--- src/rtl/t_ff_counter_pkg.sv ---
// Shared mode encoding and widths for the T flip-flop counter bank.
// Consumers may build with T_FF_COUNTER_SAT_EN to make counting saturate.
package t_ff_counter_pkg;

  localparam int MODE_W = 3;

  typedef enum logic [MODE_W-1:0] {
    MODE_HOLD   = 3'd0,
    MODE_TOGGLE = 3'd1,
    MODE_UP     = 3'd2,
    MODE_DOWN   = 3'd3,
    MODE_LOAD   = 3'd4
  } mode_e;

endpackage

--- src/rtl/t_ff_counter_cell.sv ---
// Single T flip-flop bit: q toggles when t is high, synchronous active-low reset.
module t_ff_cell
  import t_ff_counter_pkg::*;
(
  input  logic i_clk,
  input  logic i_rst,
  input  logic i_t,
  input  logic i_rst_val,
  output logic o_q,
  output logic o_q_bar
);

  logic r_q;

  // toggle state register with reset to the per-bit reset value
  always_ff @(posedge i_clk) begin
    if (!i_rst) begin
      r_q <= i_rst_val;
    end else begin
      r_q <= r_q ^ i_t;
    end
  end

  assign o_q     = r_q;
  assign o_q_bar = ~r_q;

endmodule

--- src/rtl/t_ff_counter.sv ---
// WIDTH-bit counter/toggle bank of T cells with terminal count and sticky overflow.
// Define T_FF_COUNTER_SAT_EN to saturate UP/DOWN counting instead of wrapping.
module t_ff_counter
  import t_ff_counter_pkg::*;
#(
  parameter int               WIDTH   = 8,
  parameter logic [WIDTH-1:0] RST_VAL = {WIDTH{1'b0}}
) (
  input  logic              i_clk,
  input  logic              i_rst,
  input  logic              i_en,
  input  logic [MODE_W-1:0] i_mode,
  input  logic [WIDTH-1:0]  i_t_mask,
  input  logic [WIDTH-1:0]  i_load_val,
  output logic [WIDTH-1:0]  o_q,
  output logic [WIDTH-1:0]  o_q_bar,
  output logic              o_tc,
  output logic              o_ovf
);

  logic [WIDTH-1:0] w_q;
  logic [WIDTH-1:0] w_up_t;
  logic [WIDTH-1:0] w_dn_t;
  logic [WIDTH-1:0] w_t_raw;
  logic [WIDTH-1:0] w_t;
  logic             w_tc;
  logic             r_ovf;

  // ripple AND chains: a bit toggles once all lower bits are at the carry/borrow value
  always_comb begin
    w_up_t    = {WIDTH{1'b0}};
    w_dn_t    = {WIDTH{1'b0}};
    w_up_t[0] = 1'b1;
    w_dn_t[0] = 1'b1;
    for (int i = 1; i < WIDTH; i++) begin
      w_up_t[i] = w_up_t[i-1] & w_q[i-1];
      w_dn_t[i] = w_dn_t[i-1] & ~w_q[i-1];
    end
  end

  // terminal count: next enabled count edge crosses the wrap point
  always_comb begin
    w_tc = 1'b0;
    if (i_rst && i_en) begin
      case (i_mode)
        MODE_UP:   w_tc = &w_q;
        MODE_DOWN: w_tc = ~|w_q;
        default:   w_tc = 1'b0;
      endcase
    end else begin
      w_tc = 1'b0;
    end
  end

  // per-bit toggle request selected by mode
  always_comb begin
    w_t_raw = {WIDTH{1'b0}};
    if (i_en) begin
      case (i_mode)
        MODE_TOGGLE: w_t_raw = i_t_mask;
        MODE_UP:     w_t_raw = w_up_t;
        MODE_DOWN:   w_t_raw = w_dn_t;
        MODE_LOAD:   w_t_raw = w_q ^ i_load_val;
        default:     w_t_raw = {WIDTH{1'b0}};
      endcase
    end else begin
      w_t_raw = {WIDTH{1'b0}};
    end
  end

`ifdef T_FF_COUNTER_SAT_EN
  assign w_t = w_tc ? {WIDTH{1'b0}} : w_t_raw;
`else
  assign w_t = w_t_raw;
`endif

  for (genvar g = 0; g < WIDTH; g++) begin : g_cell
    t_ff_cell u_cell (
      .i_clk     (i_clk),
      .i_rst     (i_rst),
      .i_t       (w_t[g]),
      .i_rst_val (RST_VAL[g]),
      .o_q       (w_q[g]),
      .o_q_bar   (o_q_bar[g])
    );
  end

  // sticky overflow: clearing on reset or LOAD outranks a coincident set
  always_ff @(posedge i_clk) begin
    if (!i_rst) begin
      r_ovf <= 1'b0;
    end else if (i_en && (i_mode == MODE_LOAD)) begin
      r_ovf <= 1'b0;
    end else if (w_tc) begin
      r_ovf <= 1'b1;
    end else begin
      r_ovf <= r_ovf;
    end
  end

  assign o_q   = w_q;
  assign o_tc  = w_tc;
  assign o_ovf = r_ovf;

endmodule

--- config.mk ---
export PLATFORM = sky130hd
export DESIGN_NAME = t_ff_counter
export DESIGN_NICKNAME = d
export VERILOG_FILES = /design/src/rtl/t_ff_counter_pkg.sv /design/src/rtl/t_ff_counter_cell.sv /design/src/rtl/t_ff_counter.sv
export SDC_FILE = /design/constraint.sdc
export NUM_CORES = 1
export LEC_CHECK = 0
export ABC_AREA = 1
export BUFFER_PORTS_ARGS = -buffer_cell sky130_fd_sc_hd__buf_2
export CORE_MARGIN = 1
export CORE_UTILIZATION = 25
export CTS_BUF_LIST = sky130_fd_sc_hd__clkbuf_4 sky130_fd_sc_hd__clkbuf_8
export CTS_CLUSTER_DIAMETER = 100
export DETAILED_ROUTE_END_ITERATION = 12
export GPL_ROUTABILITY_DRIVEN = 0
export SYNTH_ARGS = -nofsm -noshare
export SYNTH_HDL_FRONTEND = slang
export SYNTH_SLANG_ARGS = --single-unit
--- constraint.sdc ---
create_clock -name i_clk -period 1.8 [get_ports i_clk]
set_clock_uncertainty 0.15 [all_clocks]
set_input_delay 0.18 -clock i_clk [delete_from_list [all_inputs] [get_ports i_clk]]
set_output_delay 0.18 -clock i_clk [all_outputs]
set_load 0.01 [all_outputs]
Word-level counts from Yosys, hierarchy flattened

Cells that the tools add are included.
W data, S select, Z words.

Equal/unequal tests: 4
Muxes and demuxes: 4
Bitwise logic cells: 30
Reductions and logical operators: 6

Operator list:

| operator             | count |
|---|---|
| $pmux W8 S4          | 1 |
| $and A1 B1 Y1        | 12 |
| $not A1 Y1           | 9 |
| $mux W8              | 1 |
| $reduce_and A8 Y1    | 1 |
| $reduce_or A8 Y1     | 1 |
| $xor A1 B1 Y1        | 8 |
| $xor A8 B8 Y8        | 1 |
| $eq A3 B2 Y1 const B | 2 |
| $eq A3 B1 Y1 const B | 1 |
| $eq A3 B3 Y1 const B | 1 |
| $logic_and A1 B1 Y1  | 2 |
| $pmux W1 S2          | 1 |
| $reduce_or A2 Y1     | 1 |
| $logic_not A1 Y1     | 1 |
| $mux W1              | 1 |

Register bits after elaboration: 9
Output and inout port bits: 18
Logic and storage cells: 53

Depth between registers and ports, before layout

Gate-level depths: netlist of run 1.

Depth after elaboration: 10
Gate-level depth with buffers: 11
Depth with buffers taken out: 11

Hierarchy

From an unflattened synthesis of run 1, not the netlist that was laid out.

Cell total of the unflattened synthesis: 175
Area, all modules: 1019.7 µm²

By module, submodules not included:

| module       | times used | cells an instance | area an instance (µm²) |
|---|---|---|---|
| t_ff_counter | 1          | 103               | 529.3 |
| t_ff_cell    | 8          | 9                 | 61.3 |

Worst setup path before layout of run 1

OpenSTA, ideal clock, no wires.

Kind: flip-flop to output port
Start: reg g_cell[1].u_cell.r_q
End: out o_tc
Data arrival time: 1.092 ns
Slack: 0.378 ns
Cell stages (with the launch flop): 8
Path through: dfxtp_1 nor2_1 nand2_1 nor2_2 nand3_2 a21oi_1 nand2_1 inv_1

Cells in the longest elaborated chain, start to end: 4

Ends and longest elaborated chain:

| element                | line                    | RTL |
|---|---|---|
| from (decl)            | t_ff_counter_cell.sv:13 | `logic r_q;` |
| from (signal assigned) | t_ff_counter_cell.sv:18 | `r_q <= i_rst_val;` |
| from (signal assigned) | t_ff_counter_cell.sv:20 | `r_q <= r_q ^ i_t;` |
| $reduce_or A8 Y1       | t_ff_counter.sv:47      | `MODE_DOWN: w_tc = ~\|w_q;` |
| $logic_not A1 Y1       | t_ff_counter.sv:47      |  |
| $pmux W1 S2 (*)        | t_ff_counter.sv:45      | `case (i_mode)` |
| $mux W1 (*)            | t_ff_counter.sv:44      | `if (i_rst && i_en) begin` |
| to (decl)              | t_ff_counter.sv:17      | `output logic o_tc,` |

Every way passes the cells marked *; elsewhere a longest branch is shown, timed or not.

Worst setup path after layout of run 1

Start: reg g_cell[0].u_cell.r_q
End: out o_tc

Cells in the longest elaborated chain, start to end: 4

Ends and longest elaborated chain:

| element                | line |
|---|---|
| from (decl)            | t_ff_counter_cell.sv:13 |
| from (signal assigned) | t_ff_counter_cell.sv:18 |
| from (signal assigned) | t_ff_counter_cell.sv:20 |
| $reduce_or A8 Y1       | t_ff_counter.sv:47 |
| $logic_not A1 Y1       | t_ff_counter.sv:47 |
| $pmux W1 S2 (*)        | t_ff_counter.sv:45 |
| $mux W1 (*)            | t_ff_counter.sv:44 |

Marked as above.

==> metrics, run 1 <==
Crit Reg-Reg Endpoint g_cell[1].u_cell.o_q; Max clock buf depth 2; number of global-route vias before repair between 900 and 1,000; Reg2Reg Setup Slack approximately 380 ps; remaining antenna violation count 0; Lkg Pwr roughly 0.6 nW; maximum vdd drop a little over 0.5 mV; fin crit period roughly 1700 ps; Worst setup EP type output pin; Fin Hold WS 116 ps; Worst path max stage delay 370 ps; Total GRT Usage 13.2%; routed wire length about 2500 um; initial antenna violation count 0; DP Worst Slack between 150 and 200 ps; gr busiest metal met2; starting DRC count in detailed routing 54; endpoints failing setup 0; PortBufs 39; clk_lat worst skew between 200 and 250 ps; critical-path cell list nor2_4 > nand2_2 > nor2_4 > nand3_2 > a21oi_2 > nand2_2 > inv_2 > buf_6; final worst slack around 85 ps; largest net degree at the start of global routing 16; Pre-Repair DR Iteration Count 4; clock transition at the registers of the reported paths roughly 50 ps; share of the synthesized area in the top cell type about a fifth; CTS tree built; design area 1190 sq um; Die H about 63 um; Die ar. about 4000 sq um; syn_nets ~180; #FFs+latches synth 9; power consumption 693 uW; Yosys Warn Count 0; IO Count 40; area delta synth->final 28.6%; CTS root buffer clkbuf_8; WP data required 1470 ps; CP max-delay cell dfxtp_4; Seq/Total Area, Yosys around a fifth; Routed WL per cell around 11 um; max frequency between 500 and 600 MHz; Layout Nets 210; Area contributors post-synth dfxtp_1 19%, nand2_1 17%, buf_4 13%; critical path data arrival time about 1400 ps; vias about 1,000; Placement Cell Area 1050 sq um; met3 usage 5.29%; number of library cell types mapped by synthesis 19; Worst Hold Class in -> reg; Core ar. 3440 sq um; R2R depth 8; total CTS buffers 3; Final Hold Viols 0; DR vias/cell between 4 and 5; CP Launch Type flip-flop; global-route wire length before repair between 4000 and 5000 um; met2 Track Usage GR 19.3%; Mean Syn Cell Area between 5 and 6 sq um; # DRC 0; clock sink total 9; CTS H-tree depth 1; gr ovfl total 0; max capacitance violation total 0; hold depth 3; # rows 21; crit share post-route 95.3%; met1 Usage GRT between 15 and 20%; largest area contributor in the netlist dfxtp_1; max-slew violations 0; Worst Setup SP g_cell[0].u_cell.o_q; Crit Path Max Fanout 5; outcome completed; Die Wd ~63 um; Initial Utilization between 20 and 30%; Worst slew margin between 70% and 80%; Pwr Density slightly below 600 nW/um^2; worst slew pin tran 329 ps; Diodes inserted 0; Crit Path Class reg -> out; Final Util 34.5%; DP HPWL 1850 um; layout cells sized above 1 40.1%; CP Capture Point o_tc; RR Startpoint g_cell[1].u_cell.o_q; synthesized area between 900 and 1000 sq um; Post-Synthesis Cells about 160
cells by family after synthesis:
logic type	Yosys count	share of synthesized area (%)
compound gates	15	8.52
xor+xnor	3	2.84
flops	9	19.5
simple gates	90	45.3
buf+inv	42	23.8
metal layers:
metal	wire length, um	up-vias	part of all wire, %
met5	0	-	0
met4	14	0	0.57
met3	209	2	8.5
met2	1140	34	46
met1	1100	441	45
li1	-	535	-
cell usage after synthesis:
cell / number
a21oi_1: 11
o21ai_0: 3
inv_1: 21
nand4_1: 4
buf_4: 16
a21oi_2: 1
and2_1: 1
xor2_1: 3
nand2_2: 2
dfxtp_1: 9
nor2_2: 3
inv_2: 3
nor2_4: 1
or2_2: 4
nor2_1: 14
nand2_1: 42
nand3_1: 16
buf_2: 2
nand3_2: 3
critical path, delay by kind of cell, from the launching register on:
family | cells | cell delay, ps
buf+inv | 2 | 150
simple gates | 5 | 480
flops | 1 | 370
compound gates | 1 | 140
state kept, by name (all words and copies together), names as in the netlist:
| name | cells |
|---|---|
| o_ovf | 1 |
| g_cell.u_cell.o_q | 8 |
where the power goes:
group	leakage (nW)	internal, mW	switching (mW)	total, mW
Combinational	0.503	0.0830	0.111	0.194
Clock	0.0262	0.170	0.0900	0.260
Sequential	0.0763	0.212	0.0270	0.239
cells in the final DEF, fill, tap and decap left out, drive strengths merged, types with 4 or more instances in the layout:
cell	instances
nand4	4
dfxtp	9
inv	24
nand3	19
nor2	18
or2	4
nand2	44
buf	42
a21oi	12
clkbuf	4
what timing repair did:
item	CTS	global route
gates resized for setup	5	18
buffers inserted	0	3
gates cloned	0	0
setup endpoints to repair	1	1
pin swaps	0	5
hold buffers	0	0
through the flow:
step	std cells	TNS, ps
finish	233	0
global route	233	-3.99
CTS	230	0
detailed placement	226	0
global placement	226	0
floorplan	159	0
worst min path at each step:
stage                     start                   end
after floorplan            i_en  g_cell[0].u_cell.o_q
after global placement    o_ovf                 o_ovf
after detailed placement  o_ovf                 o_ovf
after CTS                 i_rst  g_cell[1].u_cell.o_q
after global routing      i_rst  g_cell[2].u_cell.o_q
final                     i_rst  g_cell[1].u_cell.o_q
area by class of cell:
class / instances / area [sq um]
Fill cell: 380 / 2250
Multi-Input combinational cell: 108 / 573
Timing Repair Buffer: 42 / 224
Sequential cell: 9 / 195
Inverter: 24 / 90.1
Tap cell: 46 / 57.6
Clock buffer: 4 / 48.8
No activity file was read; power rests on OpenSTA's default activity.
==> run 2, diff against run 1 <==
- clock period: 1.8 -> 2.2 ns (I/O delays scaled with it)
==> metrics, run 2 (synthesis results as in run 1) <==
Die Wd 62.8 um (unchanged); design area 1100 sq um (-7.8%); multi-input logic area 524 sq um (-8.5%); Core ar. 3440 sq um (unchanged); critical path data arrival time 1520 ps (+130 ps); Lkg Pwr 0.556 nW (-8.3%); critical-path cell list nor2_1 > nand2_1 > nor2_2 > nand3_2 > a21oi_1 > nand2_1 > inv_1 > buf_2; number of global-route vias before repair 912 (-0.98%); total CTS buffers 3 (unchanged); fin crit period roughly 1900 ps; Diodes inserted 0 (unchanged); max capacitance violation total 0 (unchanged); starting DRC count in detailed routing 41 (-24%); IO Count 40 (unchanged); Top cell by count, worst path nand2_1; Crit Path Max Fanout 7 (+2); Initial Utilization 26.9% (unchanged); Die H 62.8 um (unchanged); post-CTS sizing 0 (-5); Fin Hold WS 157 ps (+40.3 ps); Pre-Repair DR Iteration Count 4 (unchanged); WP data required 1830 ps (+360 ps); max frequency 530 MHz; Layout Nets 207 (-1.4%); clk_lat worst skew 240 ps (about the same); crit share post-route ~86%; CP max-delay cell dfxtp_1; remaining antenna violation count 0 (unchanged); CTS H-tree depth 1 (unchanged); clock transition at the registers of the reported paths 50 ps (about the same); routed wire length 2260 um (-8.3%); DP HPWL 1820 um (-1.9%); maximum vdd drop 0.371 mV (-27%); Worst slew margin 79.8% (+1.8 points); Worst setup EP type output pin; most common cell after layout, fill and taps aside nand2_1; PortBufs 39 (unchanged); # fillers 403 (+6.1%); RSZ-0062 raised after global routing no; max-slew violations 0 (unchanged); Routed WL per cell 9.82 um (-7.1%); Max clock buf depth 2 (unchanged); Pwr Density 499 nW/um^2 (-14%); register area 180 sq um (-7.7%); Placement Cell Area 1050 sq um (unchanged); layout cells sized above 1 32.6% (-7.5 points); gr ovfl total 0 (unchanged); Die ar. 3950 sq um (unchanged); cts hold-fix bufs 0 (unchanged); post-CTS setup buffer count 0 (unchanged); CP Launch Type flip-flop; vias 983 (-2.9%); initial antenna violation count 0 (unchanged); clock sink total 9 (unchanged); CTS tree built; DR vias/cell 4.27 (-1.6%); largest net degree at the start of global routing 16 (unchanged); final worst slack 312 ps (+227 ps); CTS root buffer clkbuf_8; Largest register FFs 8 (unchanged); # DRC 0 (unchanged); # rows 21 (unchanged); area delta synth->final 18.5%; Final Hold Viols 0 (unchanged); leading cell types in the layout, fill and taps excluded 42 x nand2_1, 39 x buf_2, 21 x inv_1, 16 x nand3_1, 14 x nor2_1; worst path bufs/invs 2 (unchanged); outcome completed; delay-heaviest family, CP simple AND/OR/NAND/NOR gates; DP Worst Slack 550 ps (+370 ps); Crit Path Class reg -> out; Worst path max stage delay 360 ps (about the same); endpoints failing setup 0 (unchanged); global-route wire length before repair 4060 um (-0.17%); Setup TNS 0 ps (unchanged); Total GRT Usage 13.0% (-0.15 points); Worst Hold Class in -> reg; worst slew pin tran 303 ps (-26.7 ps)
## run 2: changes by cell type in the layout (fill, tap and decap cells not counted), moves of 3 or more
cell | before | now
buf_4 | 3 | 0
nand2_1 | 38 | 42
nor2_4 | 5 | 1
dfxtp_4 | 4 | 0
dfxtp_1 | 5 | 9
## run 2: worst paths after layout
kind	from	endpoint	slack [ps]	depth (start not counted)
worst max-delay path	g_cell[1].u_cell.o_q	o_tc	310	8
worst min-delay path	i_rst	g_cell[6].u_cell.o_q	160	3
worst max register to register	g_cell[1].u_cell.o_q	g_cell[7].u_cell.o_q	720	10
worst min register to register	o_ovf	o_ovf	320	2
## run 2: metal layers
metal | share of wire, % | track usage [%]
met4 | 1.1 | 4.36
met2 | 42 | 18.3
met5 | 0 | 0
met3 | 7.0 | 4.01
met1 | 50 | 18.4
## run 2: stage by stage
stage	power, mW	cells	utilization, %
after floorplan	0.309	159	-
after CTS	0.554	230	31.8
after detailed placement	0.340	226	30.4
after global placement	0.340	226	30.4
final	0.547	230	31.8
after global routing	0.584	230	31.8
## run 2: final cells by class
cell class | count | area share [%]
inverters | 24 | 8.22
flip-flops and latches | 9 | 16.4
multi-input cells | 108 | 47.8
repair buffers | 39 | 17.8
well taps | 46 | 5.25
clock buffers | 4 | 4.45
## run 2: worst register-to-register path: stages (launching register included)
cell     delay (ps)
dfxtp_1         360
nor2_1          170
nand2_1          80
nor2_2          180
nand3_2          90
nand2_1          70
inv_1            30
nand2_1          60
nand3_1          60
nand2_1          70
nor2_1           40
## run 2: where the power goes
part,internal (mW),total (mW),switching (mW)
clock,0.139,0.211,0.0721
combinational,0.0601,0.145,0.0845
sequential,0.174,0.191,0.0169
==> run 3, diff against run 2 <==
- CORE_MARGIN: 1 -> 2
==> metrics, run 3 (synthesis results as in run 1) <==
outcome completed; area delta synth->final 18.8%; total CTS buffers 3 (unchanged); Die Wd 64.8 um (+3.2%); Sw Pwr 179 uW (+3.2%); max-slew violations 0 (unchanged); Setup TNS 0 ps (unchanged); starting DRC count in detailed routing 53 (+29%); Pre-Repair DR Iteration Count 4 (unchanged); Sw Share 32.4% (+0.66 points); Max clock buf depth 2 (unchanged); Lkg Pwr 0.556 nW (unchanged); Hold Path Sink g_cell[1].u_cell.o_q; sequential share of power 34.5% (-0.4 points); leading cell types in the layout, fill and taps excluded 42 x nand2_1, 39 x buf_2, 21 x inv_1, 16 x nand3_1, 14 x nor2_1; Routed WL per cell 10.1 um (+3.1%); # fillers 418 (+3.7%); layout cells sized above 1 32.6% (unchanged); global-route wire length before repair 4220 um (+3.7%); largest net degree at the start of global routing 16 (unchanged); worst slew pin tran 313 ps (+10.7 ps); clk_lat worst skew 240 ps (about the same); # DRC 0 (unchanged); gr ovfl total 0 (unchanged); R2R depth 10 (unchanged); Worst setup EP type output pin; RSZ-0062 raised after global routing no; PortBufs 39 (unchanged); Largest register FFs 8 (unchanged); # rows 22 (+4.8%); routed wire length 2350 um (+4.0%); Diodes inserted 0 (unchanged); Final Util 30.5% (-1.4 points); CTS H-tree depth 1 (unchanged); initial antenna violation count 0 (unchanged); Die ar. 4200 sq um (+6.5%); Power Internal 374 uW (+0.11%); max frequency 526 MHz (-0.60%); Worst slew margin 79.1% (-0.71 points); max capacitance violation total 0 (unchanged); DR vias/cell 4.30 (+0.65%); vias 998 (+1.5%); number of global-route vias before repair 962 (+5.5%); Clock power frac 39.3% (+0.7 points); Die H 64.8 um (+3.2%); most common cell after layout, fill and taps aside nand2_1; DP HPWL 1870 um (+2.8%); post-CTS setup buffer count 0 (unchanged); Final Hold Viols 0 (unchanged); Layout Nets 207 (unchanged); Pwr Density 503 nW/um^2 (+0.85%); RR Startpoint g_cell[1].u_cell.o_q; Worst Hold Class in -> reg; fin crit period 1900 ps (+11.5 ps); min-delay src i_rst; IO Count 40 (unchanged); WP data required 1830 ps (about the same); hold depth 3 (unchanged); Crit Path Class reg -> out; post-CTS sizing 0 (unchanged); Crit Path Max Fanout 7 (unchanged); endpoints failing setup 0 (unchanged); remaining antenna violation count 0 (unchanged); clock transition at the registers of the reported paths 50 ps (about the same); cts hold-fix bufs 0 (unchanged); Initial Utilization 25.6% (-1.2 points); CTS tree built; Total GRT Usage 12.9% (-0.11 points); crit share post-route 86.4% (+0.52 points); Core ar. 3610 sq um (+4.8%); critical path data arrival time 1530 ps (about the same); Combinational Power Share 26.2% (-0.2 points); Reg2Reg Setup Slack 720 ps (about the same); clock sink total 9 (unchanged); Crit Reg-Reg Endpoint g_cell[7].u_cell.o_q; CTS root buffer clkbuf_8; maximum vdd drop 0.175 mV (-53%); CP Launch Type flip-flop
-- run 3: power groups by stage --
stage	Sequential (mW)	Clock [mW]	Combinational, mW
floorplan	0.191	0	0.117
global placement	0.194	0	0.146
detailed placement	0.194	0	0.146
CTS	0.191	0.221	0.147
global route	0.195	0.228	0.169
finish	0.191	0.217	0.145
-- run 3: layer usage --
metal / global-route usage [%] / share of wire (%) / wire length (um) / up-vias
li1: - / - / - / 529
met1: 17.1 / 49 / 1150 / 428
met2: 19.6 / 41 / 969 / 36
met3: 2.78 / 8.0 / 187 / 5
met4: 6.38 / 2.0 / 46 / 0
met5: 0 / 0 / 0 / -
-- run 3: final cells by class --
type | count | area [sq um] | area share, %
Inverter | 24 | 90.1 | 8.20
Multi-Input combinational cell | 108 | 524 | 47.7
Sequential cell | 9 | 180 | 16.4
Timing Repair Buffer | 39 | 195 | 17.8
Tap cell | 48 | 60.1 | 5.47
Clock buffer | 4 | 48.8 | 4.44
-- run 3: how the worst max path moves through the flow --
stage               slack [ps]    to            startpoint  cells after the start
CTS                        290  o_tc  g_cell[1].u_cell.o_q                      8
finish                     300  o_tc  g_cell[1].u_cell.o_q                      8
global route                70  o_tc  g_cell[1].u_cell.o_q                      8
floorplan                  740  o_tc  g_cell[1].u_cell.o_q                      7
detailed placement         560  o_tc  g_cell[1].u_cell.o_q                      8
global placement           590  o_tc  g_cell[1].u_cell.o_q                      8
-- run 3: critical path: stages, from the launching register on --
cell and delay [ps]:
dfxtp_1 370, nor2_1 180, nand2_1 80, nor2_2 170
nand3_2 90, a21oi_1 130, nand2_1 100, inv_1 60
buf_2 120
-- run 3: per-stage QoR --
| step | worst slack [ps] | std cells | area [sq um] | total power [mW] | hold WS (ps) |
|---|---|---|---|---|---|
| final | 300 | 232 | 1100 | 0.553 | 150 |
| after floorplan | 738 | 159 | 925 | 0.309 | 231 |
| after global placement | 585 | 228 | 1050 | 0.340 | 299 |
| after CTS | 294 | 232 | 1100 | 0.560 | 144 |
| after global routing | 70.1 | 232 | 1100 | 0.591 | 154 |
| after detailed placement | 557 | 228 | 1050 | 0.341 | 299 |
